--- config.mk ---
export PLATFORM = sky130hd
export DESIGN_NAME = pad_scan
export DESIGN_NICKNAME = d
export VERILOG_FILES = /design/src/rtl/pad_scan.sv
export SDC_FILE = /design/constraint.sdc
export NUM_CORES = 1
export LEC_CHECK = 0
export BUFFER_PORTS_ARGS = -buffer_cell sky130_fd_sc_hd__buf_2
export CORE_MARGIN = 2
export CORE_UTILIZATION = 50
export DETAILED_ROUTE_END_ITERATION = 12
export GPL_ROUTABILITY_DRIVEN = 0
export PLACE_DENSITY = 0.69
export SLEW_MARGIN = 15
export SYNTH_ARGS = -nofsm -noshare
export SYNTH_HDL_FRONTEND = slang
export SYNTH_SLANG_ARGS = --single-unit
--- constraint.sdc ---
create_clock -name CLK -period 4.54 [get_ports CLK]
set_input_delay 0.681 -clock CLK [delete_from_list [all_inputs] [get_ports CLK]]
set_output_delay 0.681 -clock CLK [all_outputs]
set_load 0.02 [all_outputs]
--- src/rtl/pad_scan.sv ---
// Host-side Mega Drive/Genesis 3/6-button pad scanner: walks TH through the
// 8-phase read sequence, samples PAD_D and commits decoded buttons once per scan.
module pad_scan #(
  parameter int unsigned SETTLE   = 16,
  parameter int unsigned IDLE_GAP = 16384
) (
  input  logic       CLK,
  input  logic       RESET,
  input  logic       CE,
  input  logic       J3BUT,
  input  logic [5:0] PAD_D,
  output logic       PAD_TH,
  output logic       PAD_TR,
  output logic       P_UP,
  output logic       P_DOWN,
  output logic       P_LEFT,
  output logic       P_RIGHT,
  output logic       P_A,
  output logic       P_B,
  output logic       P_C,
  output logic       P_START,
  output logic       P_MODE,
  output logic       P_X,
  output logic       P_Y,
  output logic       P_Z,
  output logic       PRESENT,
  output logic       SIX_BTN,
  output logic       VALID
);

  localparam int unsigned GAP_W  = $clog2(IDLE_GAP + 1);
  localparam int unsigned WAIT_W = $clog2(SETTLE + 1);

  typedef enum logic [1:0] {S_IDLE, S_PHASE, S_COMMIT} state_t;

  state_t            state;
  logic [GAP_W-1:0]  gap_cnt;
  logic [WAIT_W-1:0] wait_cnt;
  logic [2:0]        idx;
  logic              j3_lat;
  logic [5:0]        sync_q1;
  logic [5:0]        sync_q2;

  // Only the shadow bits that feed the decode are kept.
  logic [5:0]        sh0;
  logic [5:2]        sh1;
  logic [3:0]        sh5;
  logic [3:0]        sh6;
  logic [3:0]        sh7;

  logic              pad_th;
  logic              pad_tr;
  logic              present_q;
  logic              six_q;
  logic              valid_q;
  // {MODE, X, Y, Z, START, A, B, C, UP, DOWN, LEFT, RIGHT}
  logic [11:0]       btn_q;

  logic              last_phase_c;
  logic              dec_present_c;
  logic              dec_six_c;
  logic [11:0]       dec_btn_c;

  assign last_phase_c = j3_lat ? (idx == 3'd1) : (idx == 3'd7);

  // Decode of the shadow registers; everything forced to 0 with no pad present.
  always_comb begin
    dec_present_c = (sh1[3:2] == 2'b00);
    dec_six_c     = dec_present_c & ~j3_lat & (sh5 == 4'b0000) & (sh7 == 4'b1111);
    dec_btn_c     = '0;
    if (dec_present_c) begin
      dec_btn_c[7:0] = {~sh1[5], ~sh1[4], ~sh0[4], ~sh0[5],
                        ~sh0[0], ~sh0[1], ~sh0[2], ~sh0[3]};
      if (dec_six_c) begin
        dec_btn_c[11:8] = ~sh6;
      end
    end
  end

  always_ff @(posedge CLK) begin
    sync_q1 <= PAD_D;
    sync_q2 <= sync_q1;
    if (RESET) begin
      state     <= S_IDLE;
      gap_cnt   <= '0;
      wait_cnt  <= '0;
      idx       <= '0;
      j3_lat    <= 1'b0;
      sh0       <= '0;
      sh1       <= '0;
      sh5       <= '0;
      sh6       <= '0;
      sh7       <= '0;
      pad_th    <= 1'b1;
      pad_tr    <= 1'b1;
      present_q <= 1'b0;
      six_q     <= 1'b0;
      valid_q   <= 1'b0;
      btn_q     <= '0;
    end else begin
      pad_tr  <= 1'b1;
      valid_q <= 1'b0;
      if (CE) begin
        case (state)
          S_IDLE: begin
            if (gap_cnt == GAP_W'(IDLE_GAP - 1)) begin
              gap_cnt  <= '0;
              wait_cnt <= '0;
              idx      <= '0;
              j3_lat   <= J3BUT;
              pad_th   <= 1'b1;
              state    <= S_PHASE;
            end else begin
              gap_cnt <= gap_cnt + GAP_W'(1);
            end
          end
          S_PHASE: begin
            if (wait_cnt == WAIT_W'(SETTLE - 1)) begin
              wait_cnt <= '0;
              case (idx)
                3'd0:    sh0 <= sync_q2;
                3'd1:    sh1 <= sync_q2[5:2];
                3'd5:    sh5 <= sync_q2[3:0];
                3'd6:    sh6 <= sync_q2[3:0];
                3'd7:    sh7 <= sync_q2[3:0];
                default: ;
              endcase
              if (last_phase_c) begin
                pad_th <= 1'b1;
                state  <= S_COMMIT;
              end else begin
                // Next phase is idx+1, whose TH level is ~(idx+1)[0] == idx[0].
                idx    <= idx + 3'd1;
                pad_th <= idx[0];
              end
            end else begin
              wait_cnt <= wait_cnt + WAIT_W'(1);
            end
          end
          S_COMMIT: begin
            present_q <= dec_present_c;
            six_q     <= dec_six_c;
            btn_q     <= dec_btn_c;
            valid_q   <= 1'b1;
            pad_th    <= 1'b1;
            gap_cnt   <= '0;
            state     <= S_IDLE;
          end
          default: state <= S_IDLE;
        endcase
      end
    end
  end

  assign PAD_TH  = pad_th;
  assign PAD_TR  = pad_tr;
  assign P_MODE  = btn_q[11];
  assign P_X     = btn_q[10];
  assign P_Y     = btn_q[9];
  assign P_Z     = btn_q[8];
  assign P_START = btn_q[7];
  assign P_A     = btn_q[6];
  assign P_B     = btn_q[5];
  assign P_C     = btn_q[4];
  assign P_UP    = btn_q[3];
  assign P_DOWN  = btn_q[2];
  assign P_LEFT  = btn_q[1];
  assign P_RIGHT = btn_q[0];
  assign PRESENT = present_q;
  assign SIX_BTN = six_q;
  assign VALID   = valid_q;

endmodule
==> results.sh, run 1 <==
export IMPL_io_buffers=25
export IMPL_r2r_start="state[1]$_SDFFE_PP0P_"
export IMPL_met2_usage_pct=30.9
export IMPL_tns_ns=0
export IMPL_synth_cells=334
export IMPL_cts_clk_slew_worst_paths_ns=0.08
export IMPL_ys_ff_latch=76
export IMPL_ys_seq_area_share_pct=48.3
export IMPL_ys_warn_count=0
export IMPL_critPathLaunchType="flip-flop"
export IMPL_grt_pass1_wl_um=11000
export IMPL_cts_inserted_buffers=9
export IMPL_ff2ff_path_depth=4
export IMPL_synthesis_area_um2=3150
export IMPL_grt_max_degree=57
export IMPL_die_h_um=83.4
export IMPL_rows=28
export IMPL_drive_gt1_share_pct=12.9
export IMPL_nets=368
export IMPL_cts_tree="built"
export IMPL_synth_flop_cell="dfxtp_1"
export IMPL_drc=0
export IMPL_drv_slew=0
export IMPL_grt_overflow_total=0
export IMPL_skew_ns=0.00633
export IMPL_p_total_mw=1.22
export IMPL_num_io_pins=27
export IMPL_htree_levels=3
export IMPL_hold_path_class="reg2reg"
export IMPL_first_global_vias=2318
export IMPL_hold_viol_final=0
export IMPL_r2r_slack_ns=1.94
export IMPL_clockRootBuffer="clkbuf_8"
export IMPL_p_leak_nw=1.43
export IMPL_grt_usage_pct=19.5
export IMPL_period_share_pct=57.2
export IMPL_syn_avg_cell_area_um2=9.43
export IMPL_required_ns=4.82
export IMPL_cp_startpoint="state[1]$_SDFFE_PP0P_"
export IMPL_yosys_cell_types_count=54
export IMPL_finalSetupViolCount=0
export IMPL_status="complete, no violations"
export IMPL_async_reset_ff_share_pct=0
export IMPL_critPathArrivalTime_ns=2.87
export IMPL_drt_wl_total_um=6570
export IMPL_initial_core_util_pct=52.6
export IMPL_wl_per_cell_um=15.2
export IMPL_worst_pin_slew_ns=1.00
export IMPL_ctsResizeCount=0
export IMPL_antenna_found_initial=0
export IMPL_path_max_fanout=22
export IMPL_dieArea_um2=6950
export IMPL_vias_per_cell=5.73
export IMPL_die_width_um=83.4
export IMPL_n_antenna_cell=0
export IMPL_worstReg2RegEnd="btn_q[11]$_SDFFE_PP0P_"
export IMPL_drt_iter0_drc=211
export IMPL_powerDensity_nw_per_um2=350
export IMPL_finalCriticalPeriod_ns=2.60
export IMPL_crit_end="btn_q[11]$_SDFFE_PP0P_"
export IMPL_clk_latency_ns=0.35
export IMPL_area_growth_pct=10.6
export IMPL_grt_met1_usage_pct=25.1
export IMPL_cts_sinks=76
export IMPL_busiest_layer="met2"
export IMPL_dp_hpwl_um=4320
export IMPL_synthesis_nets=351
export IMPL_clk_path_buf_depth=2
export IMPL_cp_end_kind="flip-flop"
export IMPL_antenna_left=0
export IMPL_clock_fmax_ghz=0.385
export IMPL_met3_usage_pct=3.58
export IMPL_holdBufCountCts=0
export IMPL_postCtsSetupBuffers=0
export IMPL_crit_type="reg2reg"
export IMPL_vdd_ir_drop_max_mv=0.255
export IMPL_core_area_um2=5990
export IMPL_maxSlewHeadroom_pct=33.3
export IMPL_rsz0062_at_grt="no"
export IMPL_cap_violations=0
export IMPL_vias=2471
export IMPL_firstDrtPassIters=5
export IMPL_synth_edf_count=0
worst min path at each step:
stage	start	end	slack [ns]	cells past startpoint
CTS	sync_q1[4]$_DFF_P_	sync_q2[4]$_DFF_P_	0.33	0
global route	sync_q1[0]$_DFF_P_	sync_q2[0]$_DFF_P_	0.34	0
floorplan	sync_q1[0]$_DFF_P_	sync_q2[0]$_DFF_P_	0.31	0
detailed placement	sync_q1[4]$_DFF_P_	sync_q2[4]$_DFF_P_	0.31	0
finish	sync_q1[0]$_DFF_P_	sync_q2[0]$_DFF_P_	0.33	0
global placement	sync_q1[0]$_DFF_P_	sync_q2[0]$_DFF_P_	0.31	0
where the power goes:
part	total, mW	internal (mW)	switching, mW
sequential	0.679	0.673	0.00617
combinational	0.0292	0.00780	0.0214
clock	0.510	0.256	0.253
flip-flops by register name, indices dropped and copies added, names as in the netlist, 2 cells and up:
register  count
btn_q        12
gap_cnt      15
idx           3
sh0           6
sh1           4
sh5           4
sh6           4
sh7           4
state         2
sync_q1       6
sync_q2       6
wait_cnt      5
cell usage in the layout, fill, tap and decap left out, types with 2 or more instances in the layout:
master and n:
a21oi_1 8, and3_1 2, or4_1 6, and4_1 3
nand2b_1 6, inv_1 7, clkbuf_8 9, a32o_1 2
or3_1 2, o22ai_1 2, ha_1 7, nor3_1 9
a31oi_1 3, dfxtp_1 76, or4b_2 2, clkinvlp_4 2
nor2_1 43, nand4b_1 5, xor2_1 3, and2_1 3
buf_2 25, clkinv_4 2, nor3b_1 5, nand4_1 6
nand2_1 23, o211ai_1 2, a2bb2oi_1 8, clkbuf_1 2
a32oi_1 3, nor2b_1 4, nand3_1 16, o21ai_0 9
mux2i_1 23, nand3b_1 6
cells in the mapped netlist (all sizes together) (8+ instances only):
master,instances,share of area [%]
nor3,9,1.4
a2bb2oi,8,2.2
a21oi,8,1.3
nor2,43,5.1
dfxtp,76,48
buf,8,1.2
nand2,23,2.7
clkbuf,11,1.3
nand3,16,2.5
o21ai,9,1.4
mux2i,23,7.3
critical path, cell delays in order, from the launching register on:
cell and delay, ns:
dfxtp_1 0.79, nand3b_1 0.60, or3_1 0.68, nand3b_1 0.28, o21ai_0 0.17
cell families after synthesis:
| logic type | count (synthesis) | share of synthesized area (%) |
|---|---|---|
| mux | 23 | 7.31 |
| simple gates | 149 | 26.1 |
| other cells | 1 | 0.119 |
| fa+ha+maj | 7 | 2.78 |
| buf+inv | 27 | 3.46 |
| compound gates | 47 | 10.8 |
| flops | 76 | 48.3 |
| xor+xnor | 4 | 1.11 |
per-stage QoR:
stage	util, %	std cells	hold WS (ns)	instance area, um^2	worst slack (ns)
after floorplan	-	334	0.310	3150	2.62
after global placement	54.9	415	0.310	3290	1.93
after detailed placement	54.9	415	0.312	3290	1.90
after CTS	58.1	431	0.332	3480	1.97
after global routing	58.1	431	0.336	3480	1.76
final	58.1	431	0.330	3480	1.94
area by class of cell:
cell class                      count  area, um^2
Tap cell                           75        93.8
Clock inverter                      5        62.6
Clock buffer                       11         131
Inverter                            8        30.0
Multi-Input combinational cell    231        1520
Timing Repair Buffer               25         125
Fill cell                         523        2510
Sequential cell                    76        1520
layer usage:
metal	wire [um]	part of all wire, %
met5	0	0
met1	3130	48
met2	3010	46
met3	254	3.9
met4	175	2.7
No activity file was read; power rests on OpenSTA's default activity.
==> run 2, diff against run 1 <==
--- a/config.mk
+++ b/config.mk
@@ -5,6 +5,7 @@
 export SDC_FILE = /design/constraint.sdc
 export NUM_CORES = 1
 export LEC_CHECK = 0
+export ABC_AREA = 1
 export BUFFER_PORTS_ARGS = -buffer_cell sky130_fd_sc_hd__buf_2
 export CORE_MARGIN = 2
 export CORE_UTILIZATION = 50
==> constraint.sdc (replaced) <==
create_clock -name CLK -period 2.4 [get_ports CLK]
set_input_delay 0.36 -clock CLK [delete_from_list [all_inputs] [get_ports CLK]]
set_output_delay 0.36 -clock CLK [all_outputs]
set_load 0.02 [all_outputs]
==> run 2 against run 1 <==
Effect of this change: count of clock-buffer cells in the layout did not move; sequential power rose by 89%; die area rose by 2.1%; area after synthesis rose by 2.3%; flip-flop and latch count did not move; global-route usage fell by 0.40 points; fmax rose by 44%; hold slack got worse by 0.22 ns; synthesized cell count rose by 27%; critical path type unchanged; largest cell class unchanged; highest routed layer unchanged.
==> results.sh, run 2 <==
export IMPL_antenna_left=0
export IMPL_top_register="gap_cnt"
export IMPL_cts_tree="built"
export IMPL_largest_register_ff_count=15
export IMPL_grt_pass1_wl_um=10900
export IMPL_synth_area_leader_cell="dfxtp_1"
export IMPL_critPathTopFamily="simple AND/OR/NAND/NOR gates"
export IMPL_grt_usage_pct=19.1
export IMPL_clk_latency_ns=0.35
export IMPL_syn_avg_cell_area_um2=7.58
export IMPL_cts_sinks=76
export IMPL_clockRootBuffer="clkbuf_8"
export IMPL_mostFrequentLayoutCell="nand2_1"
export IMPL_top_regs="gap_cnt (15), btn_q (12)"
export IMPL_hold_path_class="in2reg"
export IMPL_skew_ns=0.00664
export IMPL_ys_top_cells_by_area="dfxtp_1, nand2_1, a21oi_1, inv_1, nand3_1"
export IMPL_synth_common_cells="nand2_1, dfxtp_1, a21oi_1"
export IMPL_finalSetupViolCount=0
export IMPL_maxSlewHeadroom_pct=57.4
export IMPL_p_leak_nw=1.41
export IMPL_ys_warn_count=0
export IMPL_drc=0
export IMPL_synth_edf_count=0
export IMPL_synth_top_area_share_pct=47.2
export IMPL_initial_core_util_pct=51.3
export IMPL_cts_clk_slew_worst_paths_ns=0.08
export IMPL_path_max_fanout=12
export IMPL_grt_overflow_total=0
export IMPL_critPathArrivalTime_ns=2.04
export IMPL_dp_hpwl_um=4540
export IMPL_async_reset_ff_share_pct=0
export IMPL_mostFrequentLayoutCells="nand2_1, dfxtp_1, a21oi_1"
export IMPL_n_antenna_cell=0
export IMPL_htree_levels=3
export IMPL_firstDrtPassIters=5
export IMPL_ys_ff_latch=76
export IMPL_period_share_pct=75.3
export IMPL_cts_inserted_buffers=9
export IMPL_required_ns=2.63
export IMPL_die_h_um=84.3
export IMPL_finalCriticalPeriod_ns=1.81
export IMPL_clk_path_buf_depth=2
export IMPL_grt_max_degree=28
export IMPL_ctsResizeCount=0
export IMPL_critPathLaunchType="flip-flop"
export IMPL_cp_cell_sequence="ha_1 > nand4_4 > nor2_4 > nand4_1 > o21ai_0 > a21oi_1"
export IMPL_nets=467
export IMPL_wl_per_cell_um=11.9
export IMPL_crit_type="reg2reg"
export IMPL_ys_seq_area_share_pct=47.2
export IMPL_yosys_cell_types_count=31
export IMPL_synth_most_common_cell="nand2_1"
export IMPL_fillers=587
export IMPL_cap_violations=0
export IMPL_holdBufCountCts=0
export IMPL_vias_per_cell=5.07
export IMPL_worst_pin_slew_ns=0.633
export IMPL_cp_end_kind="flip-flop"
export IMPL_vdd_ir_drop_max_mv=0.515
export IMPL_post_place_cells=516
export IMPL_drive_gt1_share_pct=14.3
export IMPL_synthesis_nets=442
export IMPL_num_io_pins=27
export IMPL_die_width_um=84.3
export IMPL_cp_slowest_stage_delay_ns=0.38
export IMPL_rows=29
export IMPL_io_buffers=25
export IMPL_antenna_found_initial=0
export IMPL_dieArea_um2=7100
export IMPL_critPathBufInv=0
export IMPL_hold_viol_final=0
export IMPL_vias=2698
export IMPL_rsz0062_at_grt="no"
export IMPL_powerDensity_nw_per_um2=675
export IMPL_clock_fmax_ghz=0.554
export IMPL_status="complete, no violations"
export IMPL_area_growth_pct=12.1
export IMPL_drt_wl_total_um=6350
export IMPL_final_instance_count_excl_fill=532
export IMPL_drv_slew=0
export IMPL_synth_flop_cell="dfxtp_1"
export IMPL_tns_ns=0
export IMPL_crit_path_top_delay_cell="dfxtp_1"
export IMPL_synthesis_area_um2=3220
export IMPL_postCtsSetupBuffers=0
export IMPL_first_global_vias=2378
export IMPL_core_area_um2=6280
export IMPL_drt_iter0_drc=116
export IMPL_synth_cells=425
-- run 2: cell count changes in the layout (fill, tap and decap cells not counted), sizes merged, moves of 7 or more --
cell     change
nand3       +18
nor2         +7
o21ai       +20
inv         +46
a2bb2oi      -8
nand2       +66
a21oi       +39
mux2i       -23
-- run 2: cell families (layout without fill, tap and decap cells) --
family / count (synthesis) / count (layout) / share of synthesized area (%)
other cells: 1 / 1 / 0.116
simple gates: 190 / 190 / 27.3
compound gates: 79 / 79 / 12.5
flops: 76 / 76 / 47.2
fa+ha+maj: 7 / 7 / 2.72
xor+xnor: 5 / 5 / 1.36
buf+inv: 67 / 97 / 8.70
-- run 2: worst paths after layout --
check                                start                   to  slack [ns]  cells after the start
setup / recovery  wait_cnt[0]$_SDFFE_PP0P_  sh0[2]$_SDFFE_PP0P_        0.59                      6
hold reg to reg         sync_q1[5]$_DFF_P_   sync_q2[5]$_DFF_P_        0.33                      0
setup reg to reg  wait_cnt[0]$_SDFFE_PP0P_  sh0[2]$_SDFFE_PP0P_        0.59                      6
hold / removal                    PAD_D[2]   sync_q1[2]$_DFF_P_        0.10                      1
-- run 2: metal layers --
metal | track usage (%) | vias to the layer above | routed length, um
li1 | - | 1425 | -
met1 | 25.1 | 1220 | 3180
met2 | 29.3 | 42 | 2800
met3 | 4.52 | 11 | 226
met4 | 9.53 | 0 | 139
met5 | 0 | - | 0
-- run 2: power by group --
group          switching [mW]  total (mW)  leakage (nW)  internal, mW
combinational          0.0413      0.0592         0.685        0.0179
sequential             0.0103        1.28         0.617          1.27
clock                   0.476        1.09         0.110         0.618
-- run 2: cell type report --
class                      count  area (um^2)  share of cell area (%)
sequential                    76         1520                    42.1
multi-input combinational    282         1420                    39.3
inverter                      53          199                    5.51
timing repair buffer          28          148                    4.09
clock buffer                  11          141                    3.92
tap                           77         96.3                    2.67
clock inverter                 5         85.1                    2.36
-- run 2: through the flow --
stage	total power, mW	cell area (um^2)	util (%)	hold slack (ns)	setup slack [ns]
4_1_cts	2.46	3610	57.5	0.0881	0.559
3_5_place_dp	1.37	3380	53.9	0.312	0.556
6_report	2.44	3610	57.5	0.105	0.593
5_1_grt	2.53	3610	57.5	0.0860	0.398
2_1_floorplan	1.35	3220	-	0.310	0.932
3_3_place_gp	1.37	3380	53.9	0.310	0.636
